**src/rtl/config_store_unit.sv**
```systemverilog
// Configuration store: holds the active config, a circular undo history,
// and a handshaked read-out stream (active config, then history newest first).
module config_store_unit #(
  parameter int         DEPTH     = 4,
  parameter int         CW        = 3,
  parameter logic [1:0] RESET_KEY = 2'b00
) (
  input  logic          clk,
  input  logic          arst,
  input  logic          write_en,
  input  logic [34:0]   configin,
  input  logic          undo,
  output logic [1:0]    syskey,
  output logic [34:0]   active_config,
  output logic [CW-1:0] hist_count,
  output logic          undo_err,
  input  logic          rd_req,
  input  logic          rd_ready,
  output logic          rd_valid,
  output logic [34:0]   rd_data,
  output logic          rd_last,
  output logic          rd_abort
);

  localparam int PW = $clog2(DEPTH);

  typedef enum logic {S_IDLE, S_SEND} rd_state_t;

  logic          r_write_d, r_undo_d, r_rd_req_d;
  logic [34:0]   r_active_config;
  logic [34:0]   r_hist_mem [DEPTH];
  logic [PW-1:0] r_wr_ptr;
  logic [CW-1:0] r_hist_count;
  logic          r_undo_err;

  rd_state_t     r_state, w_state_next;
  logic [CW-1:0] r_rd_idx, w_rd_idx_next;
  logic [CW-1:0] r_rd_n, w_rd_n_next;
  logic          r_rd_valid, w_rd_valid_next;
  logic [34:0]   r_rd_data, w_rd_data_next;
  logic          r_rd_last, w_rd_last_next;
  logic          r_rd_abort, w_rd_abort_next;

  logic          w_write_edge, w_undo_edge, w_rd_req_edge;
  logic          w_undo_ok, w_hist_full;
  logic [PW-1:0] w_top_addr, w_rd_addr;
  logic [CW-1:0] w_idx_inc;

  assign w_write_edge  = write_en & ~r_write_d;
  assign w_undo_edge   = undo & ~r_undo_d;
  assign w_rd_req_edge = rd_req & ~r_rd_req_d;
  assign w_hist_full   = (r_hist_count == CW'(DEPTH));
  // A simultaneous write wins; the undo is then reported as rejected.
  assign w_undo_ok     = w_undo_edge & ~w_write_edge & (r_hist_count != '0);
  assign w_top_addr    = r_wr_ptr - PW'(1);
  assign w_idx_inc     = r_rd_idx + CW'(1);
  // Word k of a dump is k entries below the write pointer (wraps mod DEPTH).
  assign w_rd_addr     = r_wr_ptr - PW'(w_idx_inc);

  always_ff @(posedge clk) begin
    if (arst) begin
      r_write_d  <= 1'b0;
      r_undo_d   <= 1'b0;
      r_rd_req_d <= 1'b0;
    end else begin
      r_write_d  <= write_en;
      r_undo_d   <= undo;
      r_rd_req_d <= rd_req;
    end
  end

  always_ff @(posedge clk) begin
    if (!arst && w_write_edge) begin
      r_hist_mem[r_wr_ptr] <= r_active_config;
    end
  end

  always_ff @(posedge clk) begin
    if (arst) begin
      r_active_config <= {RESET_KEY, 33'b0};
      r_wr_ptr        <= '0;
      r_hist_count    <= '0;
      r_undo_err      <= 1'b0;
    end else begin
      r_undo_err <= w_undo_edge & ~w_undo_ok;
      if (w_write_edge) begin
        r_active_config <= configin;
        r_wr_ptr        <= r_wr_ptr + PW'(1);
        if (!w_hist_full) begin
          r_hist_count <= r_hist_count + CW'(1);
        end
      end else if (w_undo_ok) begin
        r_active_config <= r_hist_mem[w_top_addr];
        r_wr_ptr        <= w_top_addr;
        r_hist_count    <= r_hist_count - CW'(1);
      end
    end
  end

  always_comb begin
    w_state_next    = r_state;
    w_rd_idx_next   = r_rd_idx;
    w_rd_n_next     = r_rd_n;
    w_rd_valid_next = r_rd_valid;
    w_rd_data_next  = r_rd_data;
    w_rd_last_next  = r_rd_last;
    w_rd_abort_next = 1'b0;
    case (r_state)
      S_IDLE: begin
        // A dump request coinciding with a state change is dropped so the
        // snapshot never straddles an update.
        if (w_rd_req_edge && !w_write_edge && !w_undo_edge) begin
          w_state_next    = S_SEND;
          w_rd_idx_next   = '0;
          w_rd_n_next     = r_hist_count;
          w_rd_valid_next = 1'b1;
          w_rd_data_next  = r_active_config;
          w_rd_last_next  = (r_hist_count == '0);
        end
      end
      S_SEND: begin
        if (w_write_edge || w_undo_edge) begin
          w_state_next    = S_IDLE;
          w_rd_valid_next = 1'b0;
          w_rd_last_next  = 1'b0;
          w_rd_abort_next = 1'b1;
        end else if (r_rd_valid && rd_ready) begin
          if (r_rd_last) begin
            w_state_next    = S_IDLE;
            w_rd_valid_next = 1'b0;
            w_rd_last_next  = 1'b0;
          end else begin
            w_rd_idx_next  = w_idx_inc;
            w_rd_data_next = r_hist_mem[w_rd_addr];
            w_rd_last_next = (w_idx_inc == r_rd_n);
          end
        end
      end
      default: w_state_next = S_IDLE;
    endcase
  end

  always_ff @(posedge clk) begin
    if (arst) begin
      r_state    <= S_IDLE;
      r_rd_idx   <= '0;
      r_rd_n     <= '0;
      r_rd_valid <= 1'b0;
      r_rd_data  <= '0;
      r_rd_last  <= 1'b0;
      r_rd_abort <= 1'b0;
    end else begin
      r_state    <= w_state_next;
      r_rd_idx   <= w_rd_idx_next;
      r_rd_n     <= w_rd_n_next;
      r_rd_valid <= w_rd_valid_next;
      r_rd_data  <= w_rd_data_next;
      r_rd_last  <= w_rd_last_next;
      r_rd_abort <= w_rd_abort_next;
    end
  end

  assign syskey        = r_active_config[34:33];
  assign active_config = r_active_config;
  assign hist_count    = r_hist_count;
  assign undo_err      = r_undo_err;
  assign rd_valid      = r_rd_valid;
  assign rd_data       = r_rd_data;
  assign rd_last       = r_rd_last;
  assign rd_abort      = r_rd_abort;

endmodule

```
**config.mk**
```make
export PLATFORM = sky130hd
export DESIGN_NAME = config_store_unit
export DESIGN_NICKNAME = d
export VERILOG_FILES = /design/src/rtl/config_store_unit.sv
export SDC_FILE = /design/constraint.sdc
export NUM_CORES = 1
export LEC_CHECK = 0
export ABC_AREA = 1
export BUFFER_PORTS_ARGS = -buffer_cell sky130_fd_sc_hd__buf_2
export CORE_ASPECT_RATIO = 0.7
export CORE_UTILIZATION = 54
export CTS_BUF_LIST = sky130_fd_sc_hd__clkbuf_2
export DETAILED_ROUTE_END_ITERATION = 16
export PLACE_DENSITY_LB_ADDON = 0.1
export SLEW_MARGIN = 20
export SYNTH_ARGS = -nofsm -noshare
export SYNTH_HDL_FRONTEND = slang
export SYNTH_SLANG_ARGS = --single-unit
```
**constraint.sdc**
```tcl
create_clock -name clk -period 7.8 [get_ports clk]
set_clock_uncertainty 0.2 [all_clocks]
set_input_delay 2.34 -clock clk [delete_from_list [all_inputs] [get_ports clk]]
set_output_delay 2.34 -clock clk [all_outputs]
set_load 0.1 [all_outputs]
```
======== Word level (Yosys, flattened, before mapping) ========
Memory sizes are Yosys's and may differ from the RTL's.
Cells that the tools add are included.
storage, ports and cells
  register bits after elaboration ......... 89
  latch bits .............................. 0
  bits in writable memories ............... 140
  ROM bits ................................ 0
  input bits .............................. 41
  output and inout port bits .............. 79
  word-level logic and storage cells ...... 94
  memories kept ........................... 1
operators by class
  add/sub/neg operators ................... 6
  $mul .................................... 0
  div/mod/pow operators ................... 0
  order comparisons ....................... 0
  equal/unequal tests ..................... 9
  shifts and indexed selects .............. 0
  multiplexer cells ....................... 35
  bitwise logic cells ..................... 12
  reductions and logical operators ........ 17
memories
  name        words  bits a word  read ports  clocked after memory_dff  write ports  line  source
  r_hist_mem  4      35           2           0                         1            31    logic [34:0] r_hist_mem [DEPTH];
operators by type and width
  kind                                                    count
  two-way mux 35 bit                                      6
  one-hot mux 35 bit (2 select lines)                     1
  two-way mux 3 bit                                       7
  two-way mux 1 bit                                       15
  inequality test 2 bit (second input constant)           4
  adder 3 x 1 -> 3 bit (second input constant)            2
  AND 1 bit                                               6
  inequality test 3 x 1 -> 1 bit (second input constant)  2
  inverter 1 bit                                          6
  one-hot mux 1 bit (2 select lines)                      3
  one-hot mux 3 bit (2 select lines)                      1
  AND reduction 2 bit                                     3
  logical AND 1 bit                                       4
  two-way mux 2 bit                                       2
  AND reduction 4 bit                                     1
  equality test 3 bit                                     1
  equality test 3 bit (second input constant)             1
  zero test 1 bit                                         3
  zero test 3 bit                                         1
  AND reduction 3 bit                                     1
  nonzero test 3 bit                                      1
  subtractor 3 x 1 -> 3 bit (second input constant)       1
  adder 2 x 1 -> 2 bit (second input constant)            1
  inequality test 2 x 1 -> 1 bit (second input constant)  1
  other kinds (5)                                         5

======== Depth between registers and ports, before layout ========
  depth in word-level cells ............... 7
  depth in mapped cells ................... 12
  depth with buffers taken out ............ 10

======== Worst setup path after synthesis ========
No wires, ideal clock.
  path type ............................... input port to flip-flop
  start point ............................. input arst
  end point ............................... memory r_hist_mem[0][0], enable pin
  library setup time ...................... 427 ps
  data arrival time ....................... 4239 ps
  data required time ...................... 7173 ps
  slack ................................... 2934 ps
  cell stages on the path ................. 4
  buffers on the path ..................... 1
  path through ............................ clkbuf_1 -> nor2_1 -> nand2_1 -> nor2_1
between the ends
  word-level cells in the longest chain between the ends .. 4
RTL lines
  item                                     line  source
  start: declaration                       9     input logic arst,
  zero test 1 bit                          73    if (!arst && w_write_edge) begin
  logical AND 1 bit                        73
  two-way mux 1 bit                        73
  two-way mux 1 bit (implied by the code)  74    r_hist_mem[r_wr_ptr] <= r_active_config;
  end: declaration                         31
No other way between the ends.

======== Worst setup path in the final report ========
  start point ............................. register r_active_config[27], in the netlist active_config[27]
  end point ............................... output active_config[27]
RTL lines
  item                      line  source
  start: declaration        30    logic [34:0] r_active_config;
  start signal: assignment  80    r_active_config <= {RESET_KEY, 33'b0};
  start signal: assignment  87    r_active_config <= configin;
  start signal: assignment  93    r_active_config <= r_hist_mem[w_top_addr];
  end: declaration          14    output logic [34:0] active_config,
No word-level cell between the ends.

==> metrics.md <==
| Metric | Value |
|---|---|
| Worst EP required | 5.26 ns |
| Internal | 1.86 mW |
| Area grow syn2layout | 10.6% |
| Final hold violations | 0 |
| Peak supply drop | 149 uV |
| # DRC | 0 |
| HP Class | flop to flop |
| Fillers | 1841 |
| Status | complete, no violations |
| GRT overflow | 0 |
| Worst Hold Depth | 2 |
| Largest net degree at the start of global routing | 108 |
| Post-route clock period utilization | 56.0% |
| Clock root buffer | clkbuf_2 |
| Hold Path End | r_rd_n[2]$_SDFFE_PP0P_ |
| Endpoints failing setup | 0 |
| CP max stage cell | dfxtp_1 |
| Startpoint Class | flop |
| Ys Warns | 0 |
| I/O Buffers | 119 |
| Worst Path Buf+Inv | 1 |
| First-pass GRT wire length | 46.4 mm |
| Iter 0 DRT Violations | 865 |
| Max_cap viols | 0 |
| Final Wtd Congestion | 0.834 |
| DR WL/cell | 16.1 um |
| Setup TNS | 0 ns |
| Worst reg2reg path depth | 9 |
| Post-DP HPWL | 15.9 mm |
| Ports | 120 |
| Leakage dissipation | 5.49 nW |
| Crit path from | active_config[27]$_SDFFE_PP0P_ |
| Initial Util | 55.6% |
| Synth unique cells | 26 |
| WHS | 0.287 ns |
| Reg power frac | 47.1% |
| Final worst path period need | 4.36 ns |
| Post-CTS setup buffers | 0 |
| Fraction of layout cells with a size suffix above 1 | 16.1% |
| Fmax | 229 MHz |
| Die Width | 174 um |
| Sequential fraction of the synthesis area | 53.8% |
| Worst Setup End Kind | output port |
| Register bit total from synthesis | 229 |
| Final net count | 1539 |
| Clock Tree Buf Depth | 3 |
| Rows | 43 |
| Clock edge transition at the registers on the reported setup and hold paths | 0.11 ns |
| Share of Yosys cell area claimed by the top area cell type | 37.8% |
| Critical path's largest stage delay | 0.52 ns |
| Drt total wl | 29.1 mm |
| Synth area leaders | edfxtp_1 (38%), dfxtp_1 (16%), nand2_1 (13%) |
| Initial antenna violation count | 0 |
| Critical path class | flop to output port |
| Syn Inst Count | 1395 |
| Sw Ratio | 39.9% |
| Hold Path Origin | r_rd_n[2]$_SDFFE_PP0P_ |
| Placed inst area | 11800 sq um |
| Die area | 21200 sq um |
| Post-synth top area cell | edfxtp_1 |
| Placed insts | 1705 |
| Worst-path maximum fanout | 7 |
| RR Endpoint | active_config[33]$_SDFFE_PP0P_ |
| Number of buffers created by CTS | 54 |
| Post-DR vias/cell | 5.42 |
| Psw | 1.23 mW |
| Synthesized area | 11100 sq um |
| RSZ-0062 raised after global routing | false |
| Clock sink count | 229 |
| Worst skew pair latency | 0.82 ns |
| Syn_nets | 1443 |
| Core box area | 20000 sq um |
| Vias in the first global route | 8962 |
| Worst-Margin Slew | 1.09 ns |
| Logic pwr share | 27.9% |
| Crit path cell chain | buf_2 |
| Critical Path AT | 1.82 ns |
| Die Ht | 122 um |
| Cell Pwr Density | 251 nW/um^2 |
| Slew HR | 27.5% |
| Critical path's top delay family | flip-flops |
| Power Total | 3.09 mW |
| Worst R2R Start | r_wr_ptr[0]$_SDFFE_PP0P_ |
| Drt pass-1 iters | 7 |
| Gr usage total | 27.9% |
| Cts hold-fix bufs | 0 |
| Post-Syn Area per Cell | 7.97 sq um |
| Final Cell Area | 12300 sq um |
| Vias | 9770 |
| Post-cts sizing count | 0 |
| Final cell count without fillers | 1803 |
| Clock power share | 24.9% |
| Remaining antenna violation count after routing | 0 |
| CTS tree | done |
| H-tree Lvls | 2 |
| R2r setup slk | 3.93 ns |
| Slew Limit Fails | 0 |
| Diode count | 0 |
cell usage after synthesis, drive strengths merged:
master and number:
clkbuf 65, xnor2 1, nor3 1, nand3 79, buf 30, fa 1, o211ai 35, a21oi 153
nand4 3, xor2 2, nand2 380, inv 134, dfxtp 89, ha 6, o31ai 2, o21ai 117
edfxtp 140, nor2 157
power groups by stage:
stage          logic, mW  clock network (mW)  registers [mW]
2_1_floorplan      0.401                   0            1.76
3_3_place_gp       0.850                   0            1.48
3_5_place_dp       0.861                   0            1.48
4_1_cts            0.862               0.787            1.46
5_1_grt            0.936               0.852            1.47
6_report           0.864               0.771            1.46
cell usage in the layout (no fill, tap or decap), types with 2 or more instances in the layout:
master	n
nand3_1	78
inv_2	4
ha_1	5
nor2_4	4
o21ai_0	115
nor2_1	152
buf_4	15
o211ai_1	35
a21oi_1	153
edfxtp_1	140
dfxtp_2	2
nand2_1	375
xor2_1	2
clkinv_2	2
inv_1	129
clkinv_1	7
dfxtp_1	87
o31ai_1	2
o21ai_4	2
clkbuf_2	90
buf_2	119
nand4_1	3
nand2_2	4
registers in the layout (all words and copies together), names as in the netlist, 2 cells and up:
| signal | count |
|---|---|
| hist_count | 3 |
| rd_data | 35 |
| r_hist_mem | 140 |
| r_wr_ptr | 2 |
| r_rd_n | 3 |
| r_rd_idx | 3 |
| active_config | 35 |
final cells by class:
type / count / area, sq um / area share (%)
clock inverters: 8 / 31.3 / 0.254
flip-flops and latches: 229 / 5990 / 48.7
repair buffers: 135 / 719 / 5.85
multi-input cells: 937 / 4280 / 34.7
well taps: 270 / 338 / 2.75
clock buffers: 90 / 450 / 3.66
inverters: 134 / 504 / 4.10
layer usage:
layer / vias up / global-route usage [%] / part of all wire (%)
li1: 4798 / - / -
met3: 44 / 5.49 / 8.7
met1: 4506 / 39.5 / 47
met5: - / 0 / 0
met4: 0 / 8.24 / 1.3
met2: 422 / 43.5 / 43
worst max-delay path by stage:
stage	end	cells after the start	slack, ns
final	active_config[27]	1	3.44
after global routing	active_config[27]	1	3.31
after CTS	active_config[27]	1	3.40
after detailed placement	rd_data[25]$_SDFFE_PP0P_	9	3.19
after global placement	rd_data[33]$_SDFFE_PP0P_	9	3.28
after floorplan	r_hist_mem[0][0]$_DFFE_PP_	4	2.93
logic make-up after synthesis:
family	Yosys count	share of synthesized area [%]
AND/OR/NAND/NOR	620	22.0
adder cells (fa/ha/maj)	7	0.855
XOR/XNOR	3	0.236
flip-flops	229	53.8
AO/OA/AOI/OAI	307	14.8
buffers and inverters	229	8.23
through the flow:
step | utilization, % | setup slack, ns
after floorplan | - | 2.93
final | 61.5 | 3.44
after CTS | 61.5 | 3.40
after global placement | 59.1 | 3.28
after global routing | 61.5 | 3.31
after detailed placement | 59.1 | 3.19
Note: power is estimated with default switching activity, not from simulation.
